`src/rtl/conv_result_writeback_ctrl.sv`:
```
// -----------------------------------------------------------------------------
// conv_result_writeback_ctrl
//
// Write-back sequencer between the conv unit array and the feature map RAM
// banks. The block waits until every conv unit reports a finished slice. It then
// captures all kernel result buffers in one cycle and acknowledges the capture,
// so the conv units can start the next slice. Finally it writes the captured
// kernels out one at a time on the shared PARA_X-bank write port.
//
// Kernel k goes to address base_addr + k*kernel_stride on every bank. The sum
// wraps modulo 2^WRITE_ADDR_WIDTH. Bank x receives words [x*PY .. x*PY+PY-1]
// of kernel k. After each strobe the block waits until all banks report
// completion before it issues the next strobe.
//
// Optional feature (compile-time macro):
//   WB_RELU_EN  when defined, a slice captured with last_channel=1 has every
//               word with its sign bit set replaced by zero. This is a ReLU at
//               the point where the output channel is complete. When the macro
//               is undefined, data is written bit-exact.
//
// Ports:
//   clk              in   clock
//   rst              in   asynchronous active-low reset
//   result_ready     in   [PARA_KERNEL]      per-kernel result ready
//   result_buffer    in   [PK*PX*PY*DW]      kernel k at [k*PX*PY*DW +: PX*PY*DW]
//   base_addr        in   [WRITE_ADDR_WIDTH] write address of kernel 0
//   kernel_stride    in   [WRITE_ADDR_WIDTH] address step between kernels
//   accumulate       in   1 = add-write (partial sum), 0 = overwrite
//   last_channel     in   1 = slice completes the output channel
//   fm_write_ready   in   [PARA_X]           per-bank write complete
//   capture_ack      out  one-cycle pulse: buffers captured
//   fm_ena_wr        out  one-cycle write strobe to all banks
//   fm_ena_add_write out  add-write select, valid with fm_ena_wr
//   fm_addr_write    out  [PX*WRITE_ADDR_WIDTH] per-bank write address
//   fm_din           out  [PX*PY*DW]         bank x at [x*PY*DW +: PY*DW]
//   busy             out  high from capture until the last write completes
//   done             out  one-cycle pulse after the last kernel is written
// -----------------------------------------------------------------------------
module conv_result_writeback_ctrl #(
    parameter int DATA_WIDTH       = 16,
    parameter int PARA_KERNEL      = 2,
    parameter int PARA_X           = 3,
    parameter int PARA_Y           = 3,
    parameter int WRITE_ADDR_WIDTH = 3
) (
    input  logic                                             clk,
    input  logic                                             rst,
    input  logic [PARA_KERNEL-1:0]                           result_ready,
    input  logic [PARA_KERNEL*PARA_X*PARA_Y*DATA_WIDTH-1:0]  result_buffer,
    input  logic [WRITE_ADDR_WIDTH-1:0]                      base_addr,
    input  logic [WRITE_ADDR_WIDTH-1:0]                      kernel_stride,
    input  logic                                             accumulate,
    input  logic                                             last_channel,
    input  logic [PARA_X-1:0]                                fm_write_ready,
    output logic                                             capture_ack,
    output logic                                             fm_ena_wr,
    output logic                                             fm_ena_add_write,
    output logic [PARA_X*WRITE_ADDR_WIDTH-1:0]               fm_addr_write,
    output logic [PARA_X*PARA_Y*DATA_WIDTH-1:0]              fm_din,
    output logic                                             busy,
    output logic                                             done
);

    localparam int KERNEL_WORDS = PARA_X * PARA_Y;
    localparam int KERNEL_BITS  = KERNEL_WORDS * DATA_WIDTH;
    localparam int BUF_BITS     = PARA_KERNEL * KERNEL_BITS;
    localparam int KW           = (PARA_KERNEL > 1) ? $clog2(PARA_KERNEL) : 1;
    localparam int AW           = WRITE_ADDR_WIDTH;

    localparam logic [KW-1:0] K_LAST = KW'(PARA_KERNEL - 1);

`ifdef WB_RELU_EN
    localparam logic RELU_ON = 1'b1;
`else
    localparam logic RELU_ON = 1'b0;
`endif

    typedef enum logic [2:0] {
        ST_IDLE    = 3'd0,
        ST_CAPTURE = 3'd1,
        ST_WRITE   = 3'd2,
        ST_WAIT    = 3'd3,
        ST_DONE    = 3'd4
    } state_t;

    // Zero every word whose sign bit is set. This covers -0, negative values
    // and negative NaN alike. When en=0 the words pass through untouched.
    function automatic logic [KERNEL_BITS-1:0] relu_clamp(
        input logic [KERNEL_BITS-1:0] words,
        input logic                   en
    );
        logic [KERNEL_BITS-1:0] res;
        res = words;
        for (int i = 0; i < KERNEL_WORDS; i++) begin
            if (en && words[i*DATA_WIDTH + DATA_WIDTH - 1]) begin
                res[i*DATA_WIDTH +: DATA_WIDTH] = {DATA_WIDTH{1'b0}};
            end else begin
                res[i*DATA_WIDTH +: DATA_WIDTH] = words[i*DATA_WIDTH +: DATA_WIDTH];
            end
        end
        return res;
    endfunction

    state_t                  state_r;
    state_t                  state_nxt_s;
    logic [KW-1:0]           k_r;
    logic [KW-1:0]           k_nxt_s;
    logic [AW-1:0]           addr_r;
    logic [AW-1:0]           addr_nxt_s;

    logic [BUF_BITS-1:0]     buf_r;
    logic [AW-1:0]           base_r;
    logic [AW-1:0]           stride_r;
    logic                    acc_r;
    logic                    last_r;

    logic                    capture_s;
    logic                    banks_done_s;
    logic [KERNEL_BITS-1:0]  kernel_sel_s;
    logic [KERNEL_BITS-1:0]  din_nxt_s;

    logic                    capture_ack_nxt_s;
    logic                    fm_ena_wr_nxt_s;
    logic                    fm_ena_add_write_nxt_s;
    logic [PARA_X*AW-1:0]    fm_addr_write_nxt_s;
    logic [KERNEL_BITS-1:0]  fm_din_nxt_s;
    logic                    busy_nxt_s;
    logic                    done_nxt_s;

    // Capture only when every kernel is ready. Partial readiness is ignored.
    assign capture_s    = (state_r == ST_IDLE) && (&result_ready);
    // A kernel write is complete only when all banks report it at the same time.
    assign banks_done_s = &fm_write_ready;

    // State register.
    always_ff @(posedge clk or negedge rst) begin
        if (!rst) begin
            state_r <= ST_IDLE;
        end else begin
            state_r <= state_nxt_s;
        end
    end

    // Next-state logic.
    always_comb begin
        state_nxt_s = state_r;
        case (state_r)
            ST_IDLE: begin
                if (capture_s) begin
                    state_nxt_s = ST_CAPTURE;
                end else begin
                    state_nxt_s = ST_IDLE;
                end
            end
            ST_CAPTURE: state_nxt_s = ST_WRITE;
            ST_WRITE:   state_nxt_s = ST_WAIT;
            ST_WAIT: begin
                if (banks_done_s) begin
                    state_nxt_s = (k_r == K_LAST) ? ST_DONE : ST_WRITE;
                end else begin
                    state_nxt_s = ST_WAIT;
                end
            end
            ST_DONE:    state_nxt_s = ST_IDLE;
            default:    state_nxt_s = ST_IDLE;
        endcase
    end

    // Kernel index and running write address. The address is advanced by
    // addition, so it wraps naturally at 2^AW.
    always_comb begin
        k_nxt_s    = k_r;
        addr_nxt_s = addr_r;
        case (state_r)
            ST_CAPTURE: begin
                k_nxt_s    = {KW{1'b0}};
                addr_nxt_s = base_r;
            end
            ST_WAIT: begin
                if (banks_done_s && (k_r != K_LAST)) begin
                    k_nxt_s    = k_r + KW'(1);
                    addr_nxt_s = addr_r + stride_r;
                end else begin
                    k_nxt_s    = k_r;
                    addr_nxt_s = addr_r;
                end
            end
            default: begin
                k_nxt_s    = k_r;
                addr_nxt_s = addr_r;
            end
        endcase
    end

    // Kernel index and address registers.
    always_ff @(posedge clk or negedge rst) begin
        if (!rst) begin
            k_r    <= {KW{1'b0}};
            addr_r <= {AW{1'b0}};
        end else begin
            k_r    <= k_nxt_s;
            addr_r <= addr_nxt_s;
        end
    end

    // Capture registers. These are loaded once per slice; after the
    // acknowledge, upstream is free to change its inputs.
    always_ff @(posedge clk or negedge rst) begin
        if (!rst) begin
            buf_r    <= {BUF_BITS{1'b0}};
            base_r   <= {AW{1'b0}};
            stride_r <= {AW{1'b0}};
            acc_r    <= 1'b0;
            last_r   <= 1'b0;
        end else if (capture_s) begin
            buf_r    <= result_buffer;
            base_r   <= base_addr;
            stride_r <= kernel_stride;
            acc_r    <= accumulate;
            last_r   <= last_channel;
        end
    end

    // Select the kernel about to be written. The ReLU clamp is a pure function
    // of the captured words and the captured last_channel flag.
    always_comb begin
        kernel_sel_s = {KERNEL_BITS{1'b0}};
        for (int i = 0; i < PARA_KERNEL; i++) begin
            kernel_sel_s = (k_nxt_s == KW'(i)) ? buf_r[i*KERNEL_BITS +: KERNEL_BITS]
                                               : kernel_sel_s;
        end
        din_nxt_s = relu_clamp(kernel_sel_s, RELU_ON & last_r);
    end

    // Output decode from the next state. The outputs are registered, so they
    // line up with the state they describe. The address and data buses keep
    // their last value outside the write strobe.
    always_comb begin
        capture_ack_nxt_s      = 1'b0;
        fm_ena_wr_nxt_s        = 1'b0;
        fm_ena_add_write_nxt_s = 1'b0;
        fm_addr_write_nxt_s    = fm_addr_write;
        fm_din_nxt_s           = fm_din;
        busy_nxt_s             = 1'b0;
        done_nxt_s             = 1'b0;
        case (state_nxt_s)
            ST_IDLE: begin
                busy_nxt_s = 1'b0;
            end
            ST_CAPTURE: begin
                capture_ack_nxt_s = 1'b1;
                busy_nxt_s        = 1'b1;
            end
            ST_WRITE: begin
                fm_ena_wr_nxt_s        = 1'b1;
                fm_ena_add_write_nxt_s = acc_r;
                fm_addr_write_nxt_s    = {PARA_X{addr_nxt_s}};
                fm_din_nxt_s           = din_nxt_s;
                busy_nxt_s             = 1'b1;
            end
            ST_WAIT: begin
                busy_nxt_s = 1'b1;
            end
            ST_DONE: begin
                done_nxt_s = 1'b1;
            end
            default: begin
                busy_nxt_s = 1'b0;
            end
        endcase
    end

    // Output registers. Reset aborts a write at once and gives no done pulse.
    always_ff @(posedge clk or negedge rst) begin
        if (!rst) begin
            capture_ack      <= 1'b0;
            fm_ena_wr        <= 1'b0;
            fm_ena_add_write <= 1'b0;
            fm_addr_write    <= {(PARA_X*AW){1'b0}};
            fm_din           <= {KERNEL_BITS{1'b0}};
            busy             <= 1'b0;
            done             <= 1'b0;
        end else begin
            capture_ack      <= capture_ack_nxt_s;
            fm_ena_wr        <= fm_ena_wr_nxt_s;
            fm_ena_add_write <= fm_ena_add_write_nxt_s;
            fm_addr_write    <= fm_addr_write_nxt_s;
            fm_din           <= fm_din_nxt_s;
            busy             <= busy_nxt_s;
            done             <= done_nxt_s;
        end
    end

endmodule

```
`config.mk`:
```
export PLATFORM = sky130hd
export DESIGN_NAME = conv_result_writeback_ctrl
export DESIGN_NICKNAME = d
export VERILOG_FILES = /design/src/rtl/conv_result_writeback_ctrl.sv
export SDC_FILE = /design/constraint.sdc
export NUM_CORES = 1
export LEC_CHECK = 0
export ABC_AREA = 1
export CAP_MARGIN = 30
export CORE_MARGIN = 2
export CORE_UTILIZATION = 40
export CTS_CLUSTER_SIZE = 10
export DETAILED_ROUTE_END_ITERATION = 10
export PLACE_DENSITY = 0.71
export REMOVE_ABC_BUFFERS = 1
export SLEW_MARGIN = 25
export SYNTH_ARGS = -nofsm -noshare
export SYNTH_HDL_FRONTEND = slang
export SYNTH_SLANG_ARGS = --single-unit
```
`constraint.sdc`:
```
create_clock -name clk -period 2.2 [get_ports clk]
set_clock_uncertainty 0.15 [all_clocks]
set_input_delay 0.66 -clock clk [delete_from_list [all_inputs] [get_ports clk]]
set_output_delay 0.66 -clock clk [all_outputs]
set_load 0.02 [all_outputs]
```
After elaboration in Yosys (flattened, before gate mapping). Index checks and enable logic that the tools add are counted.

Bits in registers: 460. Bits of input ports: 303. Output and inout bits: 158. Logic and storage cells: 44.

Add/subtract/negate cells: 2. Equal/unequal tests: 7. Mux-type cells: 14. Bitwise gates (word level): 1. Reductions and logical operators: 6.

Operators by type and width (count): 2-to-1 mux 144 bit (1); == test 3 x 2 -> 1 bit, second input constant (4); case mux 3 bit (4 select lines) (1); 2-to-1 mux 3 bit (3); 2-to-1 mux 1 bit (7); == test 3 x 1 -> 1 bit, second input constant (2); case mux 3 bit (2 select lines) (1); adder 3 bit (1); == test 3 bit, second input constant (1); zero test 3 bit (1); AND reduction 3 bit (1); OR reduction 3 bit (1); logical AND 1 bit (2); case mux 1 bit (2 select lines) (1); AND reduction 2 bit (1); adder 1 bit, second input constant (1); NOT 1 bit (1).

Depth between registers and ports, before layout. Gate-level depths: netlist of the first run.

Depth in word-level cells: 7. Depth in mapped cells: 11. Mapped depth without buffers: 11.

Least setup slack after synthesis of the first run. No wires, ideal clock.

Path kind: input to register. Start: input port fm_write_ready[0]. End: register fm_din[117]. Setup time: 0.066 ns. Data arrival time: 1.735 ns. Required time: 1.984 ns. Path slack: 0.250 ns. Stages: 10. Path buffers: 2. Cell sequence: nand2_1 > nor2_1 > nand2_1 > nand2_1 > nand3_1 > nand3_1 > buf_2 > clkbuf_1 > nand2_1 > nand2_1.

Elaborated cells on any way between the ends: 8. Those cells by class: 1 x eq/ne; 5 x mux; 2 x reduce/logical.

RTL lines: start: declaration (line 54) `input logic [PARA_X-1:0] fm_write_ready,`; AND reduction 3 bit (line 133) `assign banks_done_s = &fm_write_ready;`; 2-to-1 mux 3 bit (line 158) `if (banks_done_s) begin`; case mux 3 bit (4 select lines) (line 147) `case (state_r)`; net state_nxt_s[1] (line 105) `state_t state_nxt_s;`; == test 3 x 2 -> 1 bit (line 246) `case (state_nxt_s)`; end signal: assignment (line 280) `fm_din <= {KERNEL_BITS{1'b0}};`; end signal: assignment (line 288) `fm_din <= fm_din_nxt_s;`; end: declaration (line 59) `output logic [PARA_X*PARA_Y*DATA_WIDTH-1:0] fm_din,`.

The timed path passes the listed nets, and every way through them passes these cells. A chain may end at the register's enable or synchronous reset.

Final worst setup path of the first run.
Start: register fm_addr_write[7]. End: output port fm_addr_write[7].

RTL lines: start: declaration (line 58) `output logic [PARA_X*WRITE_ADDR_WIDTH-1:0] fm_addr_write,`; start signal: assignment (line 279) `fm_addr_write <= {(PARA_X*AW){1'b0}};`; start signal: assignment (line 287) `fm_addr_write <= fm_addr_write_nxt_s;`.

No word-level cell between the ends.

==> results.json, run 1 <==
{
  "port_buffers": 459,
  "cts_buffer_depth": 3,
  "synthesis.area_um2": 18900,
  "place_ws_ps": -523,
  "syn_area_per_cell_um2": 7.83,
  "ys_seq_area_frac": 0.601,
  "core_um2": 46600,
  "dr.pass1.iters": 5,
  "ir_worst_vdd_mv": 0.853,
  "worst-path-max-fanout": 4,
  "cap_violations": 0,
  "grt_pass1_wl_um": 90800,
  "cp.arrival_ps": 1330,
  "via_per_inst": 4.81,
  "dp_hpwl_um": 38200,
  "worst_hold_path_type": "register to register",
  "p_total_w": 0.0350,
  "p_leak_nw": 14.5,
  "cts-root-buf": "clkbuf_16",
  "crit_chain": "clkdlybuf4s15_2",
  "globalplace.congestion": 0.835,
  "fillers": 4158,
  "hp-start": "fm_din[48]",
  "yosysWarnings": 0,
  "via_count": 16900,
  "cts.sinks": 454,
  "die_area_um2": 49000,
  "p_per_area_nw_per_um2": 1330,
  "fp.dieH_um": 221,
  "max_slew_margin": 0.711,
  "cp_top_family": "flip-flops",
  "crit_path_end_kind": "output port",
  "routed_wirelength_um": 56100,
  "crit_path_start": "fm_addr_write[7]",
  "drc": 0,
  "grt_overflow": 0,
  "final_nets": 3195,
  "insertion_delay_ps": 570,
  "ios": 461,
  "dieWidth_um": 221,
  "setup_viol_count_final": 0,
  "htreeDepth": 2,
  "reg2reg_from": "state_r[1]",
  "num_rows": 79,
  "critPathRequiredTime_ps": 1390,
  "drive_above_1_share": 0.0583,
  "avgRoutedWirePerCell_um": 16.0,
  "start_kind": "register",
  "fin_crit_ps": 2140,
  "status": "complete, no violations",
  "final-hold-violation-count": 0,
  "grt_use_total": 0.229,
  "clkTransAtPathRegs_ps": 60,
  "ant_nets": 0,
  "grt_pass1_vias": 17300,
  "final_common_cell": "nand2_1",
  "max_freq_mhz": 467,
  "reg2reg_slack_ps": 180,
  "most-common-layout-cells": "nand2_1 (1,779), dfrtp_1 (454), clkdlybuf4s50_1 (300)",
  "setup_slack_ps": 59.2,
  "numCtsBuffers": 52,
  "netlist_instances": 2414,
  "grt_setup_unrepaired": "true",
  "first_iter_violations": 1267,
  "ys_types": 19,
  "placed_area_um2": 25000,
  "crit_type": "register to output port",
  "maxSlewViolCount": 0,
  "grt_max_degree": 92,
  "area_growth_pct": 38.8,
  "cpMaxStageDelayCell": "dfrtp_1",
  "tightest_slew_ps": 433,
  "start_util": 0.406,
  "setup_tns_ps": 0,
  "synth-seq-cells": 454,
  "cts_tree": "done",
  "antenna_found_initial": 3,
  "finalCritPeriodShare": 0.973,
  "cp_num_buf_inv": 1,
  "post-route-cell-area_um2": 26200,
  "slowest_delay_ps": 460
}
==> metrics by stage <==
stage          instances   util  hold slack [ps]
3_3_place_gp        3440  0.537              311
3_5_place_dp        3440  0.537              315
5_1_grt             3504  0.564              339
2_1_floorplan       2282      -              214
6_report            3505  0.564              323
4_1_cts             3502  0.563              325
==> power by group <==
| part | internal [W] | total (W) | switching, W |
|---|---|---|---|
| Combinational | 0.00557 | 0.0136 | 0.00800 |
| Sequential | 0.0119 | 0.0139 | 0.00200 |
| Clock | 0.00430 | 0.00745 | 0.00315 |
==> registers in the layout, indices dropped and copies added, names as in the netlist, 3 cells and up <==
| signal | cells |
|---|---|
| addr_r | 3 |
| base_r | 3 |
| buf_r | 288 |
| fm_addr_write | 3 |
| fm_din | 144 |
| state_r | 3 |
| stride_r | 3 |
==> repair_timing <==
item | in CTS | in global routing
pin swaps | 0 | 1
setup buffers | 0 | 1
hold endpoints to repair | 25 | 0
gates resized for setup | 171 | 8
setup endpoints to repair | 158 | 65
hold buffers | 1 | 0
gates cloned | 0 | 1
==> Yosys cell counts <==
library cell	n	area (µm²)
a21oi_1	1	5.00
a21oi_4	1	16.3
buf_1	4	15.0
buf_2	68	340
buf_4	8	60.1
clkbuf_1	52	195
dfrtp_1	454	11400
fa_1	1	20.0
ha_1	1	12.5
inv_1	15	56.3
inv_2	2	7.51
nand2_1	1780	6680
nand2_2	1	6.26
nand3_1	13	65.1
nand4_2	1	12.5
nor2_1	8	30.0
nor2_2	1	6.26
o21ai_0	2	10.0
o21ai_1	1	5.00
==> area by class of cell <==
type / instances / area (µm²) / area share
Timing Repair Buffer: 554 / 5760 / 0.219
Tap cell: 607 / 759 / 0.0289
Multi-Input combinational cell: 1811 / 6910 / 0.263
Inverter: 17 / 71.3 / 0.00272
Sequential cell: 454 / 11400 / 0.433
Clock inverter: 2 / 12.5 / 0.000477
Antenna cell: 1 / 2.50 / 0.0000954
Clock buffer: 59 / 1370 / 0.0522
==> final timing paths <==
kind                                          to  depth (start not counted)
worst max-delay path            fm_addr_write[7]                          1
worst min register to register        fm_din[48]                          2
max in group asynchronous             fm_din[79]                          4
worst max register to register        fm_din[52]                         10
min in group asynchronous             buf_r[112]                          2
worst min-delay path                  fm_din[48]                          2
==> kinds of logic (layout without fill, tap and decap cells) <==
| family | Yosys count | after routing | synth area share |
|---|---|---|---|
| AND/OR/NAND/NOR | 1804 | 1804 | 0.360 |
| flip-flops | 454 | 454 | 0.601 |
| buffers and inverters | 149 | 632 | 0.0357 |
| AO/OA/AOI/OAI | 5 | 5 | 0.00192 |
| adder cells (fa/ha/maj) | 2 | 2 | 0.00172 |
| other | 0 | 1 | 0 |
==> routing by layer <==
layer  GRT usage  vias up  wire [µm]
met5           0        -          0
met4      0.0764        0       1650
met3      0.0451      117       3750
met2       0.378      578      26300
met1       0.303     8029      24300
li1            -     8137          -
Note: power is estimated with default switching activity, not from simulation.
==> run 2, diff against run 1 <==
--- a/config.mk
+++ b/config.mk
@@ -9,6 +9,7 @@
 export CAP_MARGIN = 30
 export CORE_MARGIN = 2
 export CORE_UTILIZATION = 40
+export CTS_BUF_LIST = sky130_fd_sc_hd__clkbuf_8 sky130_fd_sc_hd__clkbuf_16
 export CTS_CLUSTER_SIZE = 10
 export DETAILED_ROUTE_END_ITERATION = 10
 export PLACE_DENSITY = 0.71
==> constraint.sdc (replaced) <==
create_clock -name clk -period 2.4 [get_ports clk]
set_clock_uncertainty 0.15 [all_clocks]
set_input_delay 0.72 -clock clk [delete_from_list [all_inputs] [get_ports clk]]
set_output_delay 0.72 -clock clk [all_outputs]
set_load 0.02 [all_outputs]
==> run 2 against run 1 <==
First-iteration DRC count increased by 1.5%. Wire length down 0.21%. Critical endpoint is now fm_addr_write[0]. Total power is 7.1% lower. Final cell count grew 0.94%. Worst hold slack better by 1.5 ps. Non-clock buffer count grew 25. Die area unchanged. Core utilization is 0.41 points higher. Combinational power decreased by 7%. Clock power decreased by 4.4%.
==> results.json, run 2 (same netlist as run 1, synthesis figures left out) <==
{
  "p_int_w": 0.0203,
  "fin_util": 0.568,
  "final_common_cell": "nand2_1",
  "clkTransAtPathRegs_ps": 50,
  "cp.arrival_ps": 1400,
  "crit_chain": "dlygate4sd2_1",
  "tightest_slew_ps": 484,
  "largest_register_ffs": 288,
  "antenna_found_initial": 3,
  "p_per_area_nw_per_um2": 1230,
  "cts_buffer_depth": 3,
  "via_per_inst": 4.79,
  "core_um2": 46600,
  "setup_slack_ps": 127,
  "dr.pass1.iters": 5,
  "grt_use_total": 0.228,
  "place_inst": 3467,
  "multi_input_area_um2": 6900,
  "p_leak_nw": 14.7,
  "cts_tree": "done",
  "cts.sinks": 454,
  "crit_type": "register to output port",
  "place_ws_ps": -351,
  "clockPowerShare": 0.219,
  "avgRoutedWirePerCell_um": 15.8,
  "fillers": 4107,
  "reg.largest.list": "buf_r x288, fm_din x144",
  "cp_top_family": "flip-flops",
  "cpMaxStageDelayCell": "dfrtp_1",
  "setup_viol_count_final": 0,
  "start_kind": "register",
  "netSwitchingFraction": 0.374,
  "comb_power_share": 0.387,
  "die_area_um2": 49000,
  "worst_hold_path_type": "register to register",
  "p_sw_w": 0.0122,
  "drive_above_1_share": 0.0645,
  "cp_num_buf_inv": 1,
  "start_util": 0.406,
  "ir_worst_vdd_mv": 0.747,
  "first_iter_violations": 1286,
  "maxSlewViolCount": 0,
  "via_count": 17000,
  "num_rows": 79,
  "cap_violations": 0,
  "max_freq_mhz": 440,
  "grt_overflow": 0,
  "grt_max_degree": 74,
  "routed_wirelength_um": 55900,
  "insertion_delay_ps": 590,
  "grt_setup_unrepaired": "false",
  "status": "complete, no violations",
  "finalCritPeriodShare": 0.947,
  "drc": 0,
  "regArea_um2": 11400,
  "cts-root-buf": "clkbuf_16",
  "numCtsBuffers": 53,
  "final_nets": 3221,
  "grt_pass1_wl_um": 90800,
  "htreeDepth": 2,
  "regMostFlops": "buf_r",
  "final-hold-violation-count": 0,
  "grt_pass1_vias": 17400,
  "ios": 461,
  "sequentialPowerShare": 0.394,
  "critPathRequiredTime_ps": 1530,
  "final_cells": 3538,
  "area_growth_pct": 39.8,
  "ant_nets": 0,
  "fp.dieH_um": 221,
  "most-common-layout-cells": "nand2_1 (1,780), dfrtp_1 (454), clkdlybuf4s50_1 (300)",
  "worst-path-max-fanout": 4,
  "crit_path_end_kind": "output port",
  "max_slew_margin": 0.677,
  "slowest_delay_ps": 420,
  "globalplace.congestion": 0.847,
  "dp_hpwl_um": 39200,
  "fin_crit_ps": 2270,
  "port_buffers": 459,
  "dieWidth_um": 221
}
[run 2: final cells by class]
cell class              count  share of cell area
inverters                  17             0.00270
diodes                      1           0.0000947
repair buffers            579               0.222
clock buffers              57              0.0523
multi-input cells        1811               0.261
clock inverters            12             0.00327
well taps                 607              0.0287
flip-flops and latches    454               0.430
[run 2: path summary, 6_finish.rpt]
| path | start | slack (ps) | cells after the start | endpoint |
|---|---|---|---|---|
| max in group asynchronous | rst | 830 | 3 | fm_din[93] |
| setup / recovery | fm_addr_write[6] | 130 | 1 | fm_addr_write[0] |
| hold reg to reg | fm_din[95] | 320 | 2 | fm_din[95] |
| min in group asynchronous | rst | 510 | 2 | buf_r[256] |
| hold / removal | fm_din[95] | 320 | 2 | fm_din[95] |
| setup reg to reg | state_r[1] | 280 | 11 | fm_din[97] |
[run 2: routing by layer]
layer  track usage  part of all wire
met3        0.0444             0.069
met1         0.300              0.43
met2         0.384              0.48
met5             0           0.00048
met4        0.0671             0.024
[run 2: power groups by stage]
stage          registers (W)  clock network, W  logic, W
2_1_floorplan         0.0135                 0   0.00550
3_3_place_gp          0.0128                 0    0.0130
3_5_place_dp          0.0129                 0    0.0133
4_1_cts               0.0128           0.00730    0.0127
5_1_grt               0.0132           0.00760    0.0140
6_report              0.0128           0.00712    0.0126
[run 2: metrics by stage]
stage	total power [W]	hold slack, ps	TNS, ps	instance area (µm²)
2_1_floorplan	0.0190	274	-3071710	18300
3_3_place_gp	0.0257	311	-45660	25200
3_5_place_dp	0.0262	315	-49010	25200
4_1_cts	0.0328	328	0	26400
5_1_grt	0.0348	340	0	26400
6_report	0.0325	324	0	26400
[run 2: what timing repair did]
action                     CTS  global route
buffers inserted             0             0
gates resized for setup    158             0
hold endpoints to repair    22             0
hold buffers                 1             0
setup endpoints to repair  158             0
